### config.mk
export PLATFORM = sky130hd
export DESIGN_NAME = alu_issue_ctrl
export DESIGN_NICKNAME = d
export VERILOG_FILES = /design/src/rtl/alu_pkg.sv /design/src/rtl/alu_regfile.sv /design/src/rtl/alu_issue_ctrl.sv
export SDC_FILE = /design/constraint.sdc
export NUM_CORES = 1
export LEC_CHECK = 0
export ABC_AREA = 1
export CAP_MARGIN = 40
export CORE_MARGIN = 4
export CORE_UTILIZATION = 50
export CTS_CLUSTER_SIZE = 10
export DETAILED_ROUTE_END_ITERATION = 8
export GPL_TIMING_DRIVEN = 0
export HOLD_SLACK_MARGIN = 0.03
export PLACE_DENSITY = 0.77
export SYNTH_ARGS = -nofsm -noshare
export SYNTH_HDL_FRONTEND = slang
export SYNTH_HIERARCHICAL = 1
export SYNTH_SLANG_ARGS = --single-unit
### constraint.sdc
create_clock -name clk -period 3.5 [get_ports clk]
set_input_delay 0.7 -clock clk [delete_from_list [all_inputs] [get_ports clk]]
set_output_delay 0.7 -clock clk [all_outputs]
set_load 0.01 [all_outputs]
### src/rtl/alu_pkg.sv
// Shared definitions for the ALU and its issue controller: opcodes, legality check,
// and the issue FSM state encoding.
package alu_pkg;

   localparam logic [3:0] OP_ADD = 4'h0;
   localparam logic [3:0] OP_SUB = 4'h1;
   localparam logic [3:0] OP_AND = 4'h2;
   localparam logic [3:0] OP_OR  = 4'h3;
   localparam logic [3:0] OP_XOR = 4'h4;
   localparam logic [3:0] OP_EQ  = 4'h5;
   localparam logic [3:0] OP_GT  = 4'h6;
   localparam logic [3:0] OP_SHL = 4'h7;
   localparam logic [3:0] OP_SHR = 4'h8;

   typedef enum logic [1:0] {
      IDLE = 2'd0,
      EXEC = 2'd1,
      DONE = 2'd2
   } state_t;

   // Legal opcodes form the contiguous range OP_ADD..OP_SHR.
   function automatic logic is_legal_op(input logic [3:0] op);
      return (op <= OP_SHR);
   endfunction

endpackage

### src/rtl/alu_regfile.sv
// NUM_REGS x 8 general register file: one write port, two operand reads and one debug read,
// all reads combinational.
module alu_regfile #(
   parameter int unsigned NUM_REGS = 4,
   parameter int unsigned REG_AW   = 2
) (
   input  logic              clk,
   input  logic              rst_n,
   input  logic              we,
   input  logic [REG_AW-1:0] waddr,
   input  logic [7:0]        wdata,
   input  logic [REG_AW-1:0] raddr_a,
   output logic [7:0]        rdata_a,
   input  logic [REG_AW-1:0] raddr_b,
   output logic [7:0]        rdata_b,
   input  logic [REG_AW-1:0] raddr_d,
   output logic [7:0]        rdata_d
);

   logic [7:0] regs [NUM_REGS];

   always_ff @(posedge clk or negedge rst_n) begin
      if (!rst_n) begin
         for (int i = 0; i < NUM_REGS; i++) begin
            regs[i] <= '0;
         end
      end else if (we) begin
         regs[waddr] <= wdata;
      end
   end

   assign rdata_a = regs[raddr_a];
   assign rdata_b = regs[raddr_b];
   assign rdata_d = regs[raddr_d];

endmodule

### src/rtl/alu_issue_ctrl.sv
// Issue/writeback control around a combinational 8-bit ALU: registers operands and opcode,
// writes the result back to the register file and latches Zero/Carry.
module alu_issue_ctrl
   import alu_pkg::*;
#(
   parameter int unsigned NUM_REGS = 4,
   parameter int unsigned REG_AW   = 2
) (
   input  logic              clk,
   input  logic              rst_n,
   input  logic              instr_valid,
   output logic              instr_ready,
   input  logic [3:0]        instr_op,
   input  logic [REG_AW-1:0] instr_rd,
   input  logic [REG_AW-1:0] instr_rs1,
   input  logic [REG_AW-1:0] instr_rs2,
   input  logic              wr_en,
   input  logic [REG_AW-1:0] wr_addr,
   input  logic [7:0]        wr_data,
   input  logic [REG_AW-1:0] rd_addr,
   output logic [7:0]        rd_data,
   output logic [7:0]        alu_a,
   output logic [7:0]        alu_b,
   output logic [3:0]        alu_op,
   input  logic [7:0]        alu_result,
   input  logic              alu_zero,
   input  logic              alu_carry,
   output logic              done_valid,
   output logic [7:0]        done_result,
   output logic              done_err,
   output logic              flag_zero,
   output logic              flag_carry
);

   state_t            state_q, state_d;
   logic [REG_AW-1:0] rd_q;
   logic              err_q;
   logic [7:0]        alu_a_q, alu_b_q;
   logic [3:0]        alu_op_q;
   logic [7:0]        done_result_q;
   logic              flag_zero_q, flag_carry_q;

   logic              accept, legal;
   logic [7:0]        rf_a, rf_b, opnd_a, opnd_b;
   logic              rf_we;
   logic [REG_AW-1:0] rf_waddr;
   logic [7:0]        rf_wdata;

   assign accept = instr_valid && (state_q == IDLE);
   assign legal  = is_legal_op(instr_op);

   // Same-cycle external write is forwarded so the operand sees the new value.
   assign opnd_a = (wr_en && (wr_addr == instr_rs1)) ? wr_data : rf_a;
   assign opnd_b = (wr_en && (wr_addr == instr_rs2)) ? wr_data : rf_b;

   // Writeback owns the port in EXEC; external loads are only honoured in IDLE.
   assign rf_we    = (state_q == EXEC) || ((state_q == IDLE) && wr_en);
   assign rf_waddr = (state_q == EXEC) ? rd_q : wr_addr;
   assign rf_wdata = (state_q == EXEC) ? alu_result : wr_data;

   alu_regfile #(
      .NUM_REGS (NUM_REGS),
      .REG_AW   (REG_AW)
   ) u_regfile (
      .clk     (clk),
      .rst_n   (rst_n),
      .we      (rf_we),
      .waddr   (rf_waddr),
      .wdata   (rf_wdata),
      .raddr_a (instr_rs1),
      .rdata_a (rf_a),
      .raddr_b (instr_rs2),
      .rdata_b (rf_b),
      .raddr_d (rd_addr),
      .rdata_d (rd_data)
   );

   always_comb begin
      state_d = state_q;
      unique case (state_q)
         IDLE:    if (accept) state_d = legal ? EXEC : DONE;
         EXEC:    state_d = DONE;
         DONE:    state_d = IDLE;
         default: state_d = IDLE;
      endcase
   end

   always_ff @(posedge clk or negedge rst_n) begin
      if (!rst_n) begin
         state_q       <= IDLE;
         rd_q          <= '0;
         err_q         <= 1'b0;
         alu_a_q       <= '0;
         alu_b_q       <= '0;
         alu_op_q      <= '0;
         done_result_q <= '0;
         flag_zero_q   <= 1'b0;
         flag_carry_q  <= 1'b0;
      end else begin
         state_q <= state_d;
         if (accept) begin
            if (legal) begin
               alu_a_q  <= opnd_a;
               alu_b_q  <= opnd_b;
               alu_op_q <= instr_op;
               rd_q     <= instr_rd;
               err_q    <= 1'b0;
            end else begin
               err_q         <= 1'b1;
               done_result_q <= '0;
            end
         end
         if (state_q == EXEC) begin
            done_result_q <= alu_result;
            flag_zero_q   <= alu_zero;
            flag_carry_q  <= alu_carry;
         end
      end
   end

   assign instr_ready = (state_q == IDLE);
   assign done_valid  = (state_q == DONE);
   assign done_err    = (state_q == DONE) && err_q;
   assign done_result = done_result_q;
   assign alu_a       = alu_a_q;
   assign alu_b       = alu_b_q;
   assign alu_op      = alu_op_q;
   assign flag_zero   = flag_zero_q;
   assign flag_carry  = flag_carry_q;

endmodule

# Word level (Yosys, flattened, before mapping)
# Cells that the tools add are included.
[word_totals] regBits=67 input_bits=36 output_inout_bits=41 elab_cells=63
[op_classes] order_cmp=6 n_eq_ne=6 mux=23 bitwise=4 n_reduce_logical=11
[op_table] op="$mux W8" count=13
[op_table] op="$bmux W8 S2" count=3
[op_table] op="$bwmux W32" count=1
[op_table] op="$demux W8 S2" count=1
[op_table] op="$ge A3 B3 Y1 const B" count=4
[op_table] op="$not A2 Y3" count=4
[op_table] op="$logic_and A1 B1 Y1" count=6
[op_table] op="$mux W2" count=3
[op_table] op="$eq A2 B2 Y1" count=2
[op_table] op="$le A4 B4 Y1 const B" count=1
[op_table] op="$ne A2 B1 Y1 const B" count=2
[op_table] op="$pmux W2 S2" count=1
[op_table] op="$reduce_and A2 Y1" count=2
[op_table] op="$lt A3 B1 Y1 const B" count=1
[op_table] op="$eq A2 B1 Y1 const B" count=1
[op_table] op="$eq A2 B2 Y1 const B" count=1
[op_table] op="$logic_not A2 Y1" count=1
[op_table] op="$reduce_bool A2 Y1" count=1
[op_table] op="$logic_or A1 B1 Y1" count=1
[op_table] op="$mux W1" count=1

# Depth between registers and ports, before layout
[depth] depth_word=8 ltp_mapped=10

# Hierarchy
# Netlist, hierarchy kept.
[by_module_without_submodules] module="alu_regfile" instances=1 cells_each=359 area_each_um2=2316.0
[by_module_without_submodules] module="alu_issue_ctrl" instances=1 cells_each=246 area_each_um2=1799.2

# Worst setup path before layout
# OpenSTA, ideal clock, no wires.
[synth_path] path_kind="in2out" from="input port rd_addr[0]" to="output port rd_data[0]" arrival_time_ns=1.267 required_time_ns=2.800 slack_ns=1.533 stages=6 path_buffers=2 cell_sequence="buf_4 -> inv_2 -> buf_4 -> nand2_1 -> nand3_1 -> nand2_1"
[synth_via] elab_chain_cells=4
[synth_lines] item="from (decl)" line_no="alu_issue_ctrl.sv:20" source="input logic [REG_AW-1:0] rd_addr,"
[synth_lines] item="$not A2 Y3 (not written as such)" line_no="alu_regfile.sv:34" source="assign rdata_d = regs[raddr_d];"
[synth_lines] item="$bmux W8 S2" line_no="alu_regfile.sv:34"
[synth_lines] item="$mux W8 (not written as such) (2 in series)" line_no="alu_regfile.sv:34"
[synth_lines] item="to (decl)" line_no="alu_issue_ctrl.sv:21" source="output logic [7:0] rd_data,"
# No other way between the ends. The select of a mux whose other input is x is not followed.

# Worst setup path after layout
# Same ends and word-level chain as after synthesis.

==> results.json <==
{
  "final_net_count": 726,
  "crit_cells": 7,
  "first_pass_iters": 5,
  "ant_nets": 0,
  "grt_first_pass_wirelength_um": 20100,
  "grt_overflow": 0,
  "n_antenna_cell": 0,
  "hold_buffers": 0,
  "grt_setup_unrepaired": "false",
  "slew_viol_final": 0,
  "wl_per_cell_um": 15.6,
  "r2r_cells": 8,
  "timing.rr.end": "u_regfile/regs[6]",
  "synth_cells": 605,
  "post_cts_buffers": 0,
  "cp.arrival_ps": 1850,
  "antenna_found_initial": 0,
  "grt_max_degree": 68,
  "drt_iter0_markers": 345,
  "r2r_slack_ps": 1360,
  "yosysSeqAreaShare": 0.407,
  "vias": 4207,
  "critPathBufInv": 4,
  "worstPathCellList": "buf_4, inv_2, buf_4, nand2_1, nand3_1, nand2_1, clkdlybuf4s50_1",
  "final_cell_mix": "nand2_1 (258), nand3_1 (91), inv_1 (89)",
  "drc": 0,
  "cap_violations": 0,
  "finalWirelength_um": 12400,
  "grt_pass1_vias": 4018,
  "status": "complete, no violations",
  "syn_nets": 641,
  "power.density_nw_per_um2": 631,
  "place.gp.congestion": 0.985,
  "clock_latency_ps": 340,
  "detail_route.vias_per_cell": 5.28,
  "final_layout_size_suffix_gt1_frac": 0.0950,
  "ys_seq_elements": 67,
  "holdWs_ps": 449,
  "ys_top_cells_by_area": "dfrtp_1 (41%), nand2_1 (24%), nand3_1 (11%)",
  "start_util": 0.524,
  "crit_fanout": 10,
  "yosysUniqueCellTypes": 20,
  "setup_tns_ps": 0,
  "relSlewSlack": 0.427,
  "hp-class": "in -> async",
  "syn-cell-area_um2": 4120,
  "crit_family": "buffers and inverters",
  "fin_skew_ps": 9.65,
  "cts_resized": 0,
  "track_usage": 0.261,
  "mostFrequentLayoutCell": "nand2_1",
  "path_clk_slew_ps": 70,
  "syn_area_per_cell_um2": 6.80,
  "cts.path.max_buffers": 2,
  "cts_max_level": 3,
  "numCtsBuffers": 9,
  "timing.fmax_mhz": 393,
  "finalCriticalPeriod_ps": 2550,
  "crit_slowest_cell": "clkdlybuf4s50_1",
  "dieArea_um2": 9750,
  "fill_cells": 714,
  "synth_warnings": 6,
  "yosys.area.top_type_share": 0.407,
  "hold_viol": 0,
  "tightest_slew_ps": 859,
  "syn_to_final_growth_pct": 26.1,
  "setup_viol": 0,
  "worst_setup_path_start_kind": "primary input",
  "cts_tree": "built",
  "vdd_drop_max_mv": 0.383,
  "synth.largest_area_cell": "dfrtp_1",
  "coreArea_um2": 7850,
  "io_pins": 77,
  "r2r_start": "state_q[0]",
  "worstPathRequired_ps": 2800,
  "clockRootBuffer": "clkbuf_8",
  "place_hpwl_um": 9490,
  "portBuffers": 74,
  "rows": 32,
  "die_height_um": 98.7,
  "p_leak_uw": 0.00284,
  "worst_setup_path_end_kind": "output port",
  "slowest_delay_ps": 550,
  "finalCritPeriodShare": 0.727,
  "die_x_um": 98.7,
  "critical_path_class": "in -> out",
  "cts_sinks": 67
}
## state kept, by name, summed over array words and instances, names as in the netlist
name,cells
err_q,1
alu_a,8
alu_op,4
rd_q,2
u_regfile/regs,32
done_result,8
flag_carry,1
flag_zero,1
state_q,2
alu_b,8
## cell type report
cell class,instances,area (µm²),share of cell area
clock buffer,11,131,0.0253
multi-input combinational,419,1900,0.366
buffer,24,183,0.0352
clock inverter,5,77.6,0.0149
sequential,67,1680,0.323
tap,102,128,0.0246
inverter,95,357,0.0687
timing repair buffer,74,738,0.142
## synthesized netlist by cell type
master,number
nor2_1,9
nand4_1,16
o21ai_0,19
nand2_1,258
o21ai_2,11
buf_2,8
a21oi_4,1
dfrtp_1,67
buf_6,6
nor2_8,1
nand2_4,1
nand3_4,3
nand2_2,3
inv_1,89
nor2_2,1
nand3_1,91
a21oi_1,4
buf_4,10
inv_2,6
nor3_1,1
## worst max path at each step
stage,start,endpoint
6_report,rd_addr[0],rd_data[0]
3_3_place_gp,rst_n,flag_zero
4_1_cts,rd_addr[0],rd_data[7]
3_5_place_dp,wr_addr[0],u_regfile/regs[6]
2_1_floorplan,rd_addr[0],rd_data[0]
5_1_grt,rd_addr[0],rd_data[7]
## stage by stage
stage	std cells	utilization	setup slack, ps	cell area, µm²	total power (µW)
floorplan	605	-	1530	4120	1960
global placement	781	0.635	-495	4980	2540
detailed placement	781	0.635	949	4980	2580
CTS	797	0.661	951	5190	3270
global route	797	0.661	877	5190	3500
finish	797	0.661	954	5190	3270
## worst reg2reg max path, delay by kind of cell, from the launching register on
kind,cells,cell delay (ps)
buffers and inverters,3,540
AND/OR/NAND/NOR,3,390
flip-flops,1,430
AO/OA/AOI/OAI,2,710
## layer usage
| metal | up-vias | share of wire | global-route usage |
|---|---|---|---|
| met4 | 0 | 0.026 | 0.0935 |
| met3 | 30 | 0.075 | 0.0425 |
| met5 | - | 0 | 0 |
| met2 | 185 | 0.47 | 0.406 |
| li1 | 2051 | - | - |
| met1 | 1941 | 0.43 | 0.368 |
## power breakdown
part | switching, µW | internal [µW]
Sequential | 158 | 1040
Combinational | 812 | 572
Clock | 290 | 399
## cells by family after synthesis
| logic type | synth area share |
|---|---|
| compound gates | 0.0553 |
| flops | 0.407 |
| simple gates | 0.406 |
| buf+inv | 0.131 |
Note: power is estimated with default switching activity, not from simulation.
